==> src/rtl/pcla_pkg.sv <==
`default_nettype none
// ============================================================================
// Package  : pcla_pkg
// Summary  : Shared defaults and operation encoding for the pipelined CLA adder.
// Revision : 1.0 - initial release
// ============================================================================
package pcla_pkg;

    localparam int DEFAULT_WIDTH = 32;
    localparam int DEFAULT_BLOCK = 8;

    typedef enum logic {
        OP_ADD = 1'b0,
        OP_SUB = 1'b1
    } op_e;

endpackage
`default_nettype wire

==> src/rtl/cla_n_bit_block.sv <==
`default_nettype none
// ============================================================================
// Module   : cla_n_bit_block
// Summary  : Combinational N-bit carry-lookahead slice with block G/P outputs.
// Revision : 1.0 - initial release
// ============================================================================
module cla_n_bit_block
    import pcla_pkg::*;
#(
    parameter int N = DEFAULT_BLOCK
) (
    input  logic [N-1:0] a,
    input  logic [N-1:0] b,
    input  logic         cin,
    output logic [N-1:0] sum,
    output logic         g,
    output logic         p,
    output logic         c_msb,
    output logic         cout
);

    logic [N-1:0] w_gen;
    logic [N-1:0] w_prop;
    logic [N:0]   w_c;
    logic         w_acc;
    logic         w_run;

    assign w_gen  = a & b;
    assign w_prop = a ^ b;

    // Each carry is a flat sum of products back to cin rather than a ripple chain.
    always_comb begin
        w_c    = '0;
        w_c[0] = cin;
        w_acc  = 1'b0;
        w_run  = 1'b1;
        g      = 1'b0;
        p      = 1'b0;
        for (int i = 0; i < N; i++) begin
            w_acc = 1'b0;
            w_run = 1'b1;
            for (int j = i; j >= 0; j--) begin
                w_acc = w_acc | (w_run & w_gen[j]);
                w_run = w_run & w_prop[j];
            end
            w_c[i+1] = w_acc | (w_run & cin);
            if (i == N - 1) begin
                g = w_acc;
                p = w_run;
            end
        end
    end

    assign sum   = w_prop ^ w_c[N-1:0];
    assign c_msb = w_c[N-1];
    assign cout  = w_c[N];

endmodule
`default_nettype wire

==> src/rtl/pipelined_cla_adder.sv <==
`default_nettype none
// ============================================================================
// Module   : pipelined_cla_adder
// Summary  : Add/subtract pipeline, one CLA slice per stage, global stall.
// Revision : 1.0 - initial release
// ============================================================================
module pipelined_cla_adder
    import pcla_pkg::*;
#(
    parameter int WIDTH = DEFAULT_WIDTH,
    parameter int BLOCK = DEFAULT_BLOCK
) (
    input  logic             clock,
    input  logic             reset,
    input  logic             in_valid,
    output logic             in_ready,
    input  logic [WIDTH-1:0] a,
    input  logic [WIDTH-1:0] b,
    input  logic             sub,
    output logic             out_valid,
    input  logic             out_ready,
    output logic [WIDTH-1:0] sum,
    output logic             cout,
    output logic             overflow,
    output logic [WIDTH-1:0] and_out,
    output logic [WIDTH-1:0] or_out
);

    localparam int STAGES = WIDTH / BLOCK;

    if (((WIDTH % BLOCK) != 0) || (BLOCK < 2)) begin : g_bad_params
        $error("pipelined_cla_adder: WIDTH must be a multiple of BLOCK and BLOCK >= 2");
    end

    logic w_sub;
    logic w_adv;

    assign w_sub    = (sub == OP_SUB);
    assign w_adv    = ~g_stage[STAGES-1].r_valid | out_ready;
    assign in_ready = reset | w_adv;

    for (genvar k = 0; k < STAGES; k++) begin : g_stage
        logic [WIDTH-1:0] w_a_in;
        logic [WIDTH-1:0] w_b_in;
        logic [WIDTH-1:0] w_s_in;
        logic [WIDTH-1:0] w_and_in;
        logic [WIDTH-1:0] w_or_in;
        logic             w_c_in;
        logic             w_v_in;
        logic [BLOCK-1:0] w_sum_sl;
        logic [WIDTH-1:0] w_s_next;
        logic             w_g;
        logic             w_p;
        logic             w_cmsb;
        logic             w_cout;
        logic             w_unused;

        logic             r_valid;
        logic             r_carry;
        logic             r_ovf;
        logic [WIDTH-1:0] r_a;
        logic [WIDTH-1:0] r_b;
        logic [WIDTH-1:0] r_sum;
        logic [WIDTH-1:0] r_and;
        logic [WIDTH-1:0] r_or;

        if (k == 0) begin : g_first
            // B is conditioned once here; the bitwise results use the original B.
            assign w_a_in   = a;
            assign w_b_in   = b ^ {WIDTH{w_sub}};
            assign w_s_in   = '0;
            assign w_and_in = a & b;
            assign w_or_in  = a | b;
            assign w_c_in   = w_sub;
            assign w_v_in   = in_valid;
        end else begin : g_next
            assign w_a_in   = g_stage[k-1].r_a;
            assign w_b_in   = g_stage[k-1].r_b;
            assign w_s_in   = g_stage[k-1].r_sum;
            assign w_and_in = g_stage[k-1].r_and;
            assign w_or_in  = g_stage[k-1].r_or;
            assign w_c_in   = g_stage[k-1].r_carry;
            assign w_v_in   = g_stage[k-1].r_valid;
        end

        cla_n_bit_block #(
            .N (BLOCK)
        ) u_cla (
            .a     (w_a_in[k*BLOCK +: BLOCK]),
            .b     (w_b_in[k*BLOCK +: BLOCK]),
            .cin   (w_c_in),
            .sum   (w_sum_sl),
            .g     (w_g),
            .p     (w_p),
            .c_msb (w_cmsb),
            .cout  (w_cout)
        );

        always_comb begin
            w_s_next                     = w_s_in;
            w_s_next[k*BLOCK +: BLOCK]   = w_sum_sl;
        end

        // Last-stage operand copies and block G/P feed nothing downstream.
        assign w_unused = ^{w_g, w_p, r_a, r_b, r_ovf};

        always_ff @(posedge clock) begin
            if (reset) begin
                r_valid <= 1'b0;
                r_carry <= 1'b0;
                r_ovf   <= 1'b0;
                r_a     <= '0;
                r_b     <= '0;
                r_sum   <= '0;
                r_and   <= '0;
                r_or    <= '0;
            end else if (w_adv) begin
                r_valid <= w_v_in;
                r_carry <= w_cout;
                r_ovf   <= w_cmsb ^ w_cout;
                r_a     <= w_a_in;
                r_b     <= w_b_in;
                r_sum   <= w_s_next;
                r_and   <= w_and_in;
                r_or    <= w_or_in;
            end
        end
    end

    assign out_valid = g_stage[STAGES-1].r_valid;
    assign sum       = g_stage[STAGES-1].r_sum;
    assign cout      = g_stage[STAGES-1].r_carry;
    assign overflow  = g_stage[STAGES-1].r_ovf;
    assign and_out   = g_stage[STAGES-1].r_and;
    assign or_out    = g_stage[STAGES-1].r_or;

endmodule
`default_nettype wire

==> config.mk <==
export PLATFORM = sky130hd
export DESIGN_NAME = pipelined_cla_adder
export DESIGN_NICKNAME = d
export VERILOG_FILES = /design/src/rtl/pcla_pkg.sv /design/src/rtl/cla_n_bit_block.sv /design/src/rtl/pipelined_cla_adder.sv
export SDC_FILE = /design/constraint.sdc
export NUM_CORES = 1
export LEC_CHECK = 0
export ABC_CLOCK_PERIOD_IN_PS = 2890
export CORE_MARGIN = 4
export CORE_UTILIZATION = 50
export CTS_CLUSTER_DIAMETER = 30
export CTS_CLUSTER_SIZE = 28
export DETAILED_ROUTE_END_ITERATION = 10
export PLACE_DENSITY = 0.8
export SETUP_SLACK_MARGIN = 0.15
export SYNTH_ARGS = -nofsm -noshare
export SYNTH_HDL_FRONTEND = slang
export SYNTH_SLANG_ARGS = --single-unit
==> constraint.sdc <==
create_clock -name clock -period 2.89 [get_ports clock]
set_input_delay 0.7225 -clock clock [delete_from_list [all_inputs] [get_ports clock]]
set_output_delay 0.7225 -clock clock [all_outputs]
set_load 0.01 [all_outputs]
==> impl_metrics.json, run 1 <==
{
  "status": "finished clean",
  "worstSetupEndpoint": "in_ready",
  "async_flop_share_pct": 0,
  "dieArea_um2": 36070,
  "synth-simple-area-share_pct": 21.41,
  "cpPeakStageDelay_ns": 0.41,
  "vias": 14160,
  "ctsResizeCount": 2,
  "switching_share_pct": 23.41,
  "p_comb_share_pct": 6.0,
  "stdcell_count": 2691,
  "drc": 0,
  "postCtsSetupBuffers": 0,
  "p_leak_nw": 8.134,
  "grt_pass1_wl_um": 68100,
  "r2r-start": "g_stage[0].r_a[8]",
  "synth.avg_cell_area_um2": 8.073,
  "synth.area.mux_share_pct": 0.1210,
  "ys_seq_elements": 441,
  "initial_core_util_pct": 50.74,
  "area_growth_pct": 28.58,
  "post-dp-hpwl_um": 25770,
  "first_pass_iters": 5,
  "p_int_mw": 12.99,
  "die_h_um": 189.9,
  "clk_pin_slew_ns": 0.04,
  "antenna_found_initial": 6,
  "powerDensity_nw_per_um2": 797.0,
  "worstPathRequired_ns": 2.17,
  "final_common_cell": "nand2_1",
  "io_pins": 169,
  "finClkSkew_ns": 0.02358,
  "dp.cells": 2539,
  "worstPathArrival_ns": 1.67,
  "fin_crit_ns": 2.392,
  "grt_pass1_vias": 14010,
  "hold_class": "flip-flop to flip-flop",
  "cts-root-buf": "clkbuf_16",
  "grt_overflow": 0,
  "p_seq_share_pct": 38.7,
  "peakVddDrop_mv": 0.6745,
  "finalWirelength_um": 41770,
  "slew_violations": 0,
  "path_class": "primary input to output port",
  "critical_path.max_fanout": 2,
  "finalSetupTns_ns": 0,
  "clockPowerShare_pct": 55.2,
  "synthXorXnorAreaFrac_pct": 2.699,
  "cp_slowest_cell": "clkdlybuf4s50_1",
  "clock_path_buffers": 3,
  "rows": 66,
  "r2r-end": "g_stage[1].r_sum[15]",
  "insertion_delay_ns": 0.60,
  "worstPathCellList": "clkdlybuf4s50_1, nand2b_4, nor2_4, inv_1, dlymetal6s2s_1",
  "drive_gt1_share_pct": 8.096,
  "nFillCells": 2569,
  "drt-vias-per-instance": 5.261,
  "synth_edf_count": 0,
  "crit_path_start_kind": "primary input",
  "reg2reg_depth": 7,
  "die-width_um": 189.9,
  "crit_cells": 5,
  "clock.fmax_ghz": 0.4181,
  "p_switching_mw": 3.970,
  "synthFlopType": "dfxtp_1",
  "synth_cell_type_count": 44,
  "rsz0062_at_grt": "false",
  "final_net_count": 2289,
  "reg2reg_slack_ns": 0.78,
  "hold_viol_final": 0,
  "wl_per_cell_um": 15.52,
  "ant_nets": 0,
  "setup_viol": 0,
  "synth_top_family_by_area": "simple AND/OR/NAND/NOR gates",
  "hold_slack_ns": 0.4454,
  "synth_compound_area_share_pct": 15.34,
  "mostFrequentLayoutCells": "703 x nand2_1, 441 x dfxtp_1, 375 x a21oi_1, 165 x clkdlybuf4s50_1, 84 x clkbuf_16",
  "portBuffers": 168,
  "fin_ws_ns": 0.4985,
  "max_cap_violations": 0,
  "seq_area_frac_synth_pct": 53.35,
  "yosys_warnings": 0,
  "worstMarginPinSlew_ns": 0.9788,
  "path_delay_family": "buffers and inverters",
  "relSlewSlack_pct": 34.75,
  "synth.cell_area_um2": 16550,
  "coreArea_um2": 32620,
  "cts_max_level": 3,
  "cts_sinks": 441,
  "cts_tree": "done",
  "grt_use_total_pct": 22.68,
  "cp-end-kind": "output port",
  "startpoint": "out_ready",
  "synthAdderAreaFrac_pct": 3.085,
  "dp_worst_setup_slack_ns": 0.01942,
  "grt_start_max_net_pins": 247,
  "post-route-period-util_pct": 82.75,
  "numCtsBuffers": 82,
  "ctsHoldBuffers": 0,
  "drt_iter0_markers": 957,
  "netlist_instances": 2050,
  "synth_nets": 2158,
  "routabilityCongestion": 0.8370,
  "critPathBufInv": 3
}
-- routing by layer --
layer / share of wire [%] / GRT usage (%) / wire [µm] / vias to the layer above
li1: - / - / - / 7058
met1: 42 / 27.58 / 17430 / 6702
met2: 49 / 38.46 / 20530 / 315
met3: 7.0 / 7.156 / 2922 / 70
met4: 2.0 / 7.262 / 822 / 12
met5: 0.15 / 0 / 64 / -
-- power by group through the flow --
stage	combinational, mW	clock [mW]	sequential, mW
after floorplan	0.625	0	6.65
after global placement	0.977	0	6.67
after detailed placement	1.00	0	6.68
after CTS	1.02	9.50	6.57
after global routing	1.13	9.84	6.59
final	1.02	9.37	6.57
-- final cells by class --
type	count	area, µm²	area share [%]
diodes	1	2.502	0.01176
multi-input cells	1453	7082	33.28
flip-flops and latches	441	8828	41.49
clock buffers	108	2312	10.87
repair buffers	198	2022	9.502
inverters	5	18.77	0.08820
clock inverters	43	460.4	2.164
well taps	442	553.0	2.599
-- how the worst min path moves through the flow --
stage / start / to / slack [ns] / depth (start not counted)
floorplan: g_stage[0].r_sum[6] / g_stage[0].r_sum[6] / 0.42 / 2
global placement: and_out[31] / and_out[31] / 0.44 / 2
detailed placement: g_stage[0].r_a[25] / g_stage[0].r_a[25] / 0.44 / 2
CTS: g_stage[1].r_or[14] / g_stage[2].r_or[14] / 0.45 / 2
global route: g_stage[2].r_or[16] / or_out[16] / 0.45 / 2
finish: sum[21] / sum[21] / 0.45 / 2
-- cells in the mapped netlist, types with 3 or more instances --
cell      instances  share of area (%)
a211o_1           4               0.21
a211oi_1         38                1.7
a21o_1            8               0.36
a21oi_1         375                 11
buf_1            11               0.25
buf_2            55                1.7
clkbuf_1         84                1.9
dfxtp_1         441                 53
fa_1              3               0.36
ha_1             36                2.7
inv_1             5               0.11
nand2_1         703                 16
nand2b_1          3               0.11
nand3_1          32               0.97
nor2_1           78                1.8
nor3_1           68                2.1
o211ai_1          3               0.14
o21ai_0          16               0.48
or3_1             3               0.11
xnor2_1          31                1.6
xor2_1           20                1.1
-- per-stage QoR --
step	cell area, µm²	total power [mW]	utilization, %
2_1_floorplan	16550	7.273	-
3_3_place_gp	18490	7.646	56.70
3_5_place_dp	18490	7.679	56.70
4_1_cts	21270	17.09	65.22
5_1_grt	21280	17.57	65.23
6_report	21280	16.96	65.24
-- registers in the layout, indices dropped and copies added (netlist names) --
signal,flops
g_stage.r_and,96
g_stage.r_or,96
g_stage.r_a,48
g_stage.r_b,48
g_stage.r_sum,48
and_out,32
or_out,32
sum,32
g_stage.r_carry,3
g_stage.r_valid,3
cout,1
out_valid,1
overflow,1
-- logic make-up (layout without fill, tap and decap cells) --
family | after synthesis | count (layout)
buffers and inverters | 156 | 354
xor gates and xnor gates | 51 | 51
other | 0 | 1
muxes | 2 | 2
and+or+nand+nor | 897 | 897
AOI/OAI and AO/OA | 464 | 464
adders and majority gates | 39 | 39
DFF | 441 | 441
-- tightest hold or removal path: stages, from the launching register on --
cell,delay [ns]
dfxtp_1,0.30
nand2_1,0.05
a21oi_1,0.05
(Power assumes the default switching activity.)
==> run 2, diff against run 1 <==
- ABC_CLOCK_PERIOD_IN_PS: 2890 -> 2000
- PLACE_DENSITY: 0.8 -> 0.82
- clock period: 2.89 -> 2 ns (I/O delays scaled with it)
==> run 2 against run 1 <==
  * First-iteration DRC count grew 29%
  * Routed wire length grew 9.4%
  * Die area is the same
  * Cell count grew 1.8%
  * Global-route usage grew 1.6 points
  * Via count grew 4.2%
  * Register-to-register slack lost 0.71 ns
  * Largest power group unchanged
  * Utilization grew 2.5 points
  * Combinational power grew 63%
  * Clock power grew 56%
  * Clock skew grew 0.0054 ns
  * Sequential share of layout area shrank 1.4 points
==> impl_metrics.json, run 2 (same netlist as run 1, synthesis figures left out) <==
{
  "critical_path.max_fanout": 3,
  "final_common_cell": "nand2_1",
  "r2r-start": "g_stage[1].r_a[17]",
  "slew_violations": 0,
  "clk_pin_slew_ns": 0.05,
  "ctsHoldBuffers": 0,
  "routabilityCongestion": 0.8456,
  "grt_overflow": 0,
  "finClkSkew_ns": 0.02902,
  "drc": 0,
  "die-width_um": 189.9,
  "cts_tree": "done",
  "area_growth_pct": 33.45,
  "multiInputGateArea_um2": 7320,
  "p_comb_share_pct": 6.4,
  "wl_per_cell_um": 16.68,
  "ff_latch_area_um2": 8859,
  "setup_viol": 0,
  "mostFrequentLayoutCells": "703 x nand2_1, 429 x dfxtp_1, 372 x a21oi_1, 100 x dlygate4sd2_1, 87 x clkbuf_16",
  "drive_gt1_share_pct": 12.40,
  "numCtsBuffers": 86,
  "first_pass_iters": 6,
  "crit_path_start_kind": "flip-flop",
  "coreArea_um2": 32620,
  "worstPathRequired_ns": 2.46,
  "finalWirelength_um": 45690,
  "io_pins": 169,
  "clock_path_buffers": 3,
  "drt_iter0_markers": 1235,
  "vias": 14760,
  "powerDensity_nw_per_um2": 1168,
  "initial_core_util_pct": 50.74,
  "ant_nets": 0,
  "rsz0062_at_grt": "true",
  "peakVddDrop_mv": 0.7811,
  "min-delay-start": "b[4]",
  "top_regs": "g_stage.r_and x96, g_stage.r_or x96",
  "p_switching_mw": 6.053,
  "holdPathStages": 3,
  "die_h_um": 189.9,
  "hold_class": "primary input to flip-flop",
  "fin_ws_ns": 0.06549,
  "r2r-end": "g_stage[2].r_carry",
  "cts-root-buf": "clkbuf_16",
  "hold_viol_final": 0,
  "p_leak_nw": 9.001,
  "post-dp-hpwl_um": 27080,
  "fin_crit_ns": 1.935,
  "p_seq_share_pct": 36.8,
  "dp_worst_setup_slack_ns": -0.5882,
  "portBuffers": 168,
  "grt_pass1_wl_um": 72640,
  "postLayoutCellArea_um2": 22090,
  "final_net_count": 2338,
  "cts_max_level": 3,
  "grt_use_total_pct": 24.26,
  "worstPathArrival_ns": 2.39,
  "reg2reg_depth": 6,
  "grt_pass1_vias": 14730,
  "dieArea_um2": 36070,
  "cp-end-kind": "flip-flop",
  "drt-vias-per-instance": 5.386,
  "rows": 66,
  "status": "finished clean",
  "insertion_delay_ns": 0.60,
  "total_power_mw": 25.81,
  "nFillCells": 2351,
  "reg2reg_slack_ns": 0.07,
  "n_antenna_cell": 0,
  "cts_sinks": 441,
  "clockPowerShare_pct": 56.7,
  "dpl-instance-area_um2": 18860,
  "hold_path_end": "g_stage[0].r_and[4]",
  "path_class": "flip-flop to flip-flop",
  "relSlewSlack_pct": 50.13,
  "switching_share_pct": 23.46,
  "clock.fmax_ghz": 0.5169,
  "max_cap_violations": 0,
  "antenna_found_initial": 8,
  "p_int_mw": 19.75,
  "grt_start_max_net_pins": 163,
  "worstMarginPinSlew_ns": 0.7481,
  "post-route-period-util_pct": 96.73
}
## run 2: cell types whose count changed in the layout (fill, tap and decap cells not counted), sizes merged
| cell | change |
|---|---|
| buf | +46 |
| bufinv | +5 |
| clkbuf | -1 |
| clkdlybuf4s15 | +2 |
| clkdlybuf4s50 | -107 |
| clkinv | +8 |
| clkinvlp | +2 |
| diode | -1 |
| dlygate4sd2 | +100 |
| dlymetal6s2s | +2 |
| inv | -7 |
## run 2: layout make-up
class / instances / area share, %
timing repair buffer: 243 / 10.50
inverter: 5 / 0.08498
clock inverter: 51 / 2.952
multi-input combinational: 1453 / 33.14
tap: 442 / 2.504
sequential: 441 / 40.11
clock buffer: 105 / 10.71
## run 2: routing by layer
layer / share of wire [%] / track usage (%) / vias to the layer above
li1: - / - / 7163
met1: 40 / 28.52 / 7010
met2: 49 / 41.87 / 443
met3: 7.3 / 7.523 / 126
met4: 3.0 / 8.765 / 16
met5: 0.21 / 0 / -
## run 2: worst max path at each step
stage                             startpoint                  end  slack (ns)  depth (start not counted)
after detailed placement                b[0]  g_stage[0].r_sum[4]       -0.59                          9
after CTS                          out_valid             in_ready        0.04                          5
after global routing      g_stage[1].r_a[17]   g_stage[2].r_carry        0.04                          6
final                     g_stage[1].r_a[17]   g_stage[2].r_carry        0.07                          6
after global placement                  b[0]  g_stage[0].r_sum[4]       -0.57                          9
after floorplan                          sub  g_stage[0].r_sum[4]       -0.24                         10
## run 2: timing repair
| action | 4_1_cts | 5_1_grt |
|---|---|---|
| gates cloned | 0 | 0 |
| hold endpoints to repair | 0 | 0 |
| setup endpoints to repair | 119 | 24 |
| pin swaps | 29 | 24 |
| gates resized for setup | 139 | 47 |
| setup buffers | 5 | 3 |
## run 2: critical path, cell delays in order, from the launching register on
cell	delay [ns]
dfxtp_1	0.32
ha_1	0.35
o21ai_2	0.22
o21ai_1	0.14
a41o_1	0.30
a211oi_1	0.38
nor2_1	0.11
## run 2: metrics by stage
stage / hold slack (ns) / setup TNS, ns / instances / util, %
after CTS: 0.4320 / 0 / 2737 / 67.09
final: 0.2843 / 0 / 2740 / 67.71
after floorplan: 0.4249 / -0.6532 / 2050 / -
after detailed placement: 0.4413 / -59.57 / 2576 / 57.81
after global placement: 0.4365 / -49.88 / 2576 / 57.81
after global routing: 0.2763 / 0 / 2740 / 67.71
## run 2: power by group through the flow
stage	clock, mW	combinational [mW]	sequential [mW]
floorplan	0	0.913	9.61
global placement	0	1.50	9.63
detailed placement	0	1.54	9.65
CTS	14.8	1.59	9.49
global route	15.3	1.82	9.54
finish	14.6	1.66	9.51
==> run 3, diff against run 2 <==
- SKIP_LAST_GASP: default -> 1
==> run 3 against run 2 <==
  * Sequential power is essentially flat
  * Critical path depth shrank 1
  * Largest cell class unchanged
  * Non-clock buffer count unchanged
  * Global-route usage about the same
  * Utilization increased by 0.10 points
  * Worst setup slack better by 0.076 ns
  * Routed wire length increased by 0.38%
  * First-iteration DRC count fell by 1.3%
  * Final area is 0.15% higher
  * Combinational power is essentially flat
  * Clock power barely moved
==> impl_metrics.json, run 3 (same netlist as run 1, synthesis figures left out) <==
{
  "status": "finished clean",
  "cp_slowest_cell": "dfxtp_4",
  "worstMarginPinSlew_ns": 0.7484,
  "dp_worst_setup_slack_ns": -0.5882,
  "fin_crit_ns": 1.859,
  "antenna_found_initial": 8,
  "top_regs": "g_stage.r_and x96, g_stage.r_or x96",
  "slew_violations": 0,
  "r2r-start": "g_stage[0].r_a[11]",
  "worstPathCellList": "nand2b_4, nor2_4, buf_6, inv_2, buf_6",
  "total_power_mw": 25.85,
  "relSlewSlack_pct": 50.11,
  "finalSetupTns_ns": 0,
  "powerDensity_nw_per_um2": 1169,
  "hold_class": "primary input to flip-flop",
  "n_antenna_cell": 0,
  "clock.fmax_ghz": 0.5380,
  "critical_path.max_fanout": 3,
  "p_int_mw": 19.76,
  "finClkSkew_ns": 0.02995,
  "coreArea_um2": 32620,
  "final_net_count": 2338,
  "cpPeakStageDelay_ns": 0.36,
  "crit_top_cell": "buf_6",
  "routabilityCongestion": 0.8456,
  "mostFrequentLayoutCells": "703 x nand2_1, 430 x dfxtp_1, 371 x a21oi_1, 99 x dlygate4sd2_1, 87 x clkbuf_16",
  "area_growth_pct": 33.65,
  "post-dp-hpwl_um": 27080,
  "p_comb_share_pct": 6.5,
  "cts_tree": "done",
  "die_h_um": 189.9,
  "worstPathArrival_ns": 1.36,
  "grt_overflow": 0,
  "max_cap_violations": 0,
  "dp.cells": 2576,
  "drt_iter0_markers": 1219,
  "drt-vias-per-instance": 5.392,
  "drive_gt1_share_pct": 12.53,
  "final_util_pct": 67.81,
  "post-route-period-util_pct": 92.94,
  "stdcell_count": 2740,
  "switching_share_pct": 23.56,
  "hold_viol_final": 0,
  "drc": 0,
  "p_switching_mw": 6.089,
  "startpoint": "out_valid",
  "io_pins": 169,
  "cts-root-buf": "clkbuf_16",
  "clock_path_buffers": 3,
  "p_leak_nw": 9.029,
  "clk_pin_slew_ns": 0.06,
  "final_common_cell": "nand2_1",
  "initial_core_util_pct": 50.74,
  "portBuffers": 168,
  "worstSetupEndpoint": "in_ready",
  "setup_viol": 0,
  "worstPathRequired_ns": 1.50,
  "grt_pass1_wl_um": 72590,
  "ant_nets": 0,
  "r2r-end": "g_stage[1].r_sum[15]",
  "wl_per_cell_um": 16.74,
  "cts_max_level": 3,
  "clockPowerShare_pct": 56.8,
  "crit_path_start_kind": "flip-flop",
  "reg2reg_depth": 7,
  "insertion_delay_ns": 0.60,
  "reg2reg_slack_ns": 0.19,
  "cp-end-kind": "output port",
  "numCtsBuffers": 86,
  "dieArea_um2": 36070,
  "rows": 66,
  "ctsHoldBuffers": 0,
  "die-width_um": 189.9,
  "vias": 14770,
  "cts_sinks": 441,
  "rsz0062_at_grt": "true",
  "grt_start_max_net_pins": 163,
  "first_pass_iters": 6,
  "peakVddDrop_mv": 0.7813,
  "grt_use_total_pct": 24.24,
  "fin_ws_ns": 0.1413,
  "p_seq_share_pct": 36.8,
  "path_class": "flip-flop to output port",
  "grt_pass1_vias": 14740,
  "finalWirelength_um": 45870
}
run 3: cell types whose count changed in the layout (fill, tap and decap cells not counted), sizes merged:
cell           previous run  this run
dlymetal6s2s              3         5
clkdlybuf4s50            58        57
dlygate4sd2             100        99
run 3: critical path, delay by kind of cell, from the launching register on:
family	cells	cell delay, ns
DFF	1	0.36
buffers and inverters	3	0.24
and+or+nand+nor	2	0.18
run 3: worst min-delay path by stage:
| stage | end | cells after the start | slack [ns] | start |
|---|---|---|---|---|
| floorplan | g_stage[0].r_sum[6] | 2 | 0.42 | g_stage[0].r_sum[6] |
| global route | g_stage[0].r_and[4] | 3 | 0.27 | b[4] |
| global placement | sum[31] | 2 | 0.44 | sum[31] |
| CTS | out_valid | 3 | 0.43 | reset |
| detailed placement | sum[31] | 2 | 0.44 | sum[31] |
| finish | g_stage[0].r_and[4] | 3 | 0.27 | b[4] |
run 3: layer usage:
| layer | global-route usage, % | share of wire [%] | vias up |
|---|---|---|---|
| met5 | 0 | 0.22 | - |
| met4 | 8.765 | 3.0 | 16 |
| met3 | 7.523 | 7.7 | 130 |
| met2 | 41.74 | 49 | 447 |
| met1 | 28.57 | 40 | 7015 |
| li1 | - | - | 7165 |
run 3: cell type report:
| cell class | count | area [µm²] |
|---|---|---|
| sequential | 441 | 8860 |
| timing repair buffer | 243 | 2326 |
| tap | 442 | 553.0 |
| fill | 2337 | 10500 |
| inverter | 5 | 18.77 |
| clock buffer | 105 | 2365 |
| clock inverter | 51 | 651.9 |
| multi-input combinational | 1453 | 7345 |
run 3: power groups by stage:
stage          Sequential [mW]  Clock [mW]  Combinational (mW)
2_1_floorplan             9.61           0               0.913
3_3_place_gp              9.63           0                1.50
3_5_place_dp              9.65           0                1.54
4_1_cts                   9.50        14.8                1.59
5_1_grt                   9.54        15.3                1.83
6_report                  9.50        14.7                1.68
run 3: timing repair:
item / in CTS / in global routing
endpoints found under the setup margin: 119 / 39
resized for setup: 134 / 57
setup buffers: 5 / 3
pin swaps: 29 / 29
run 3: metrics by stage:
step | instance area (µm²) | hold slack, ns
floorplan | 16570 | 0.4249
global placement | 18860 | 0.4365
detailed placement | 18860 | 0.4413
CTS | 21880 | 0.4339
global route | 22120 | 0.2707
finish | 22120 | 0.2704
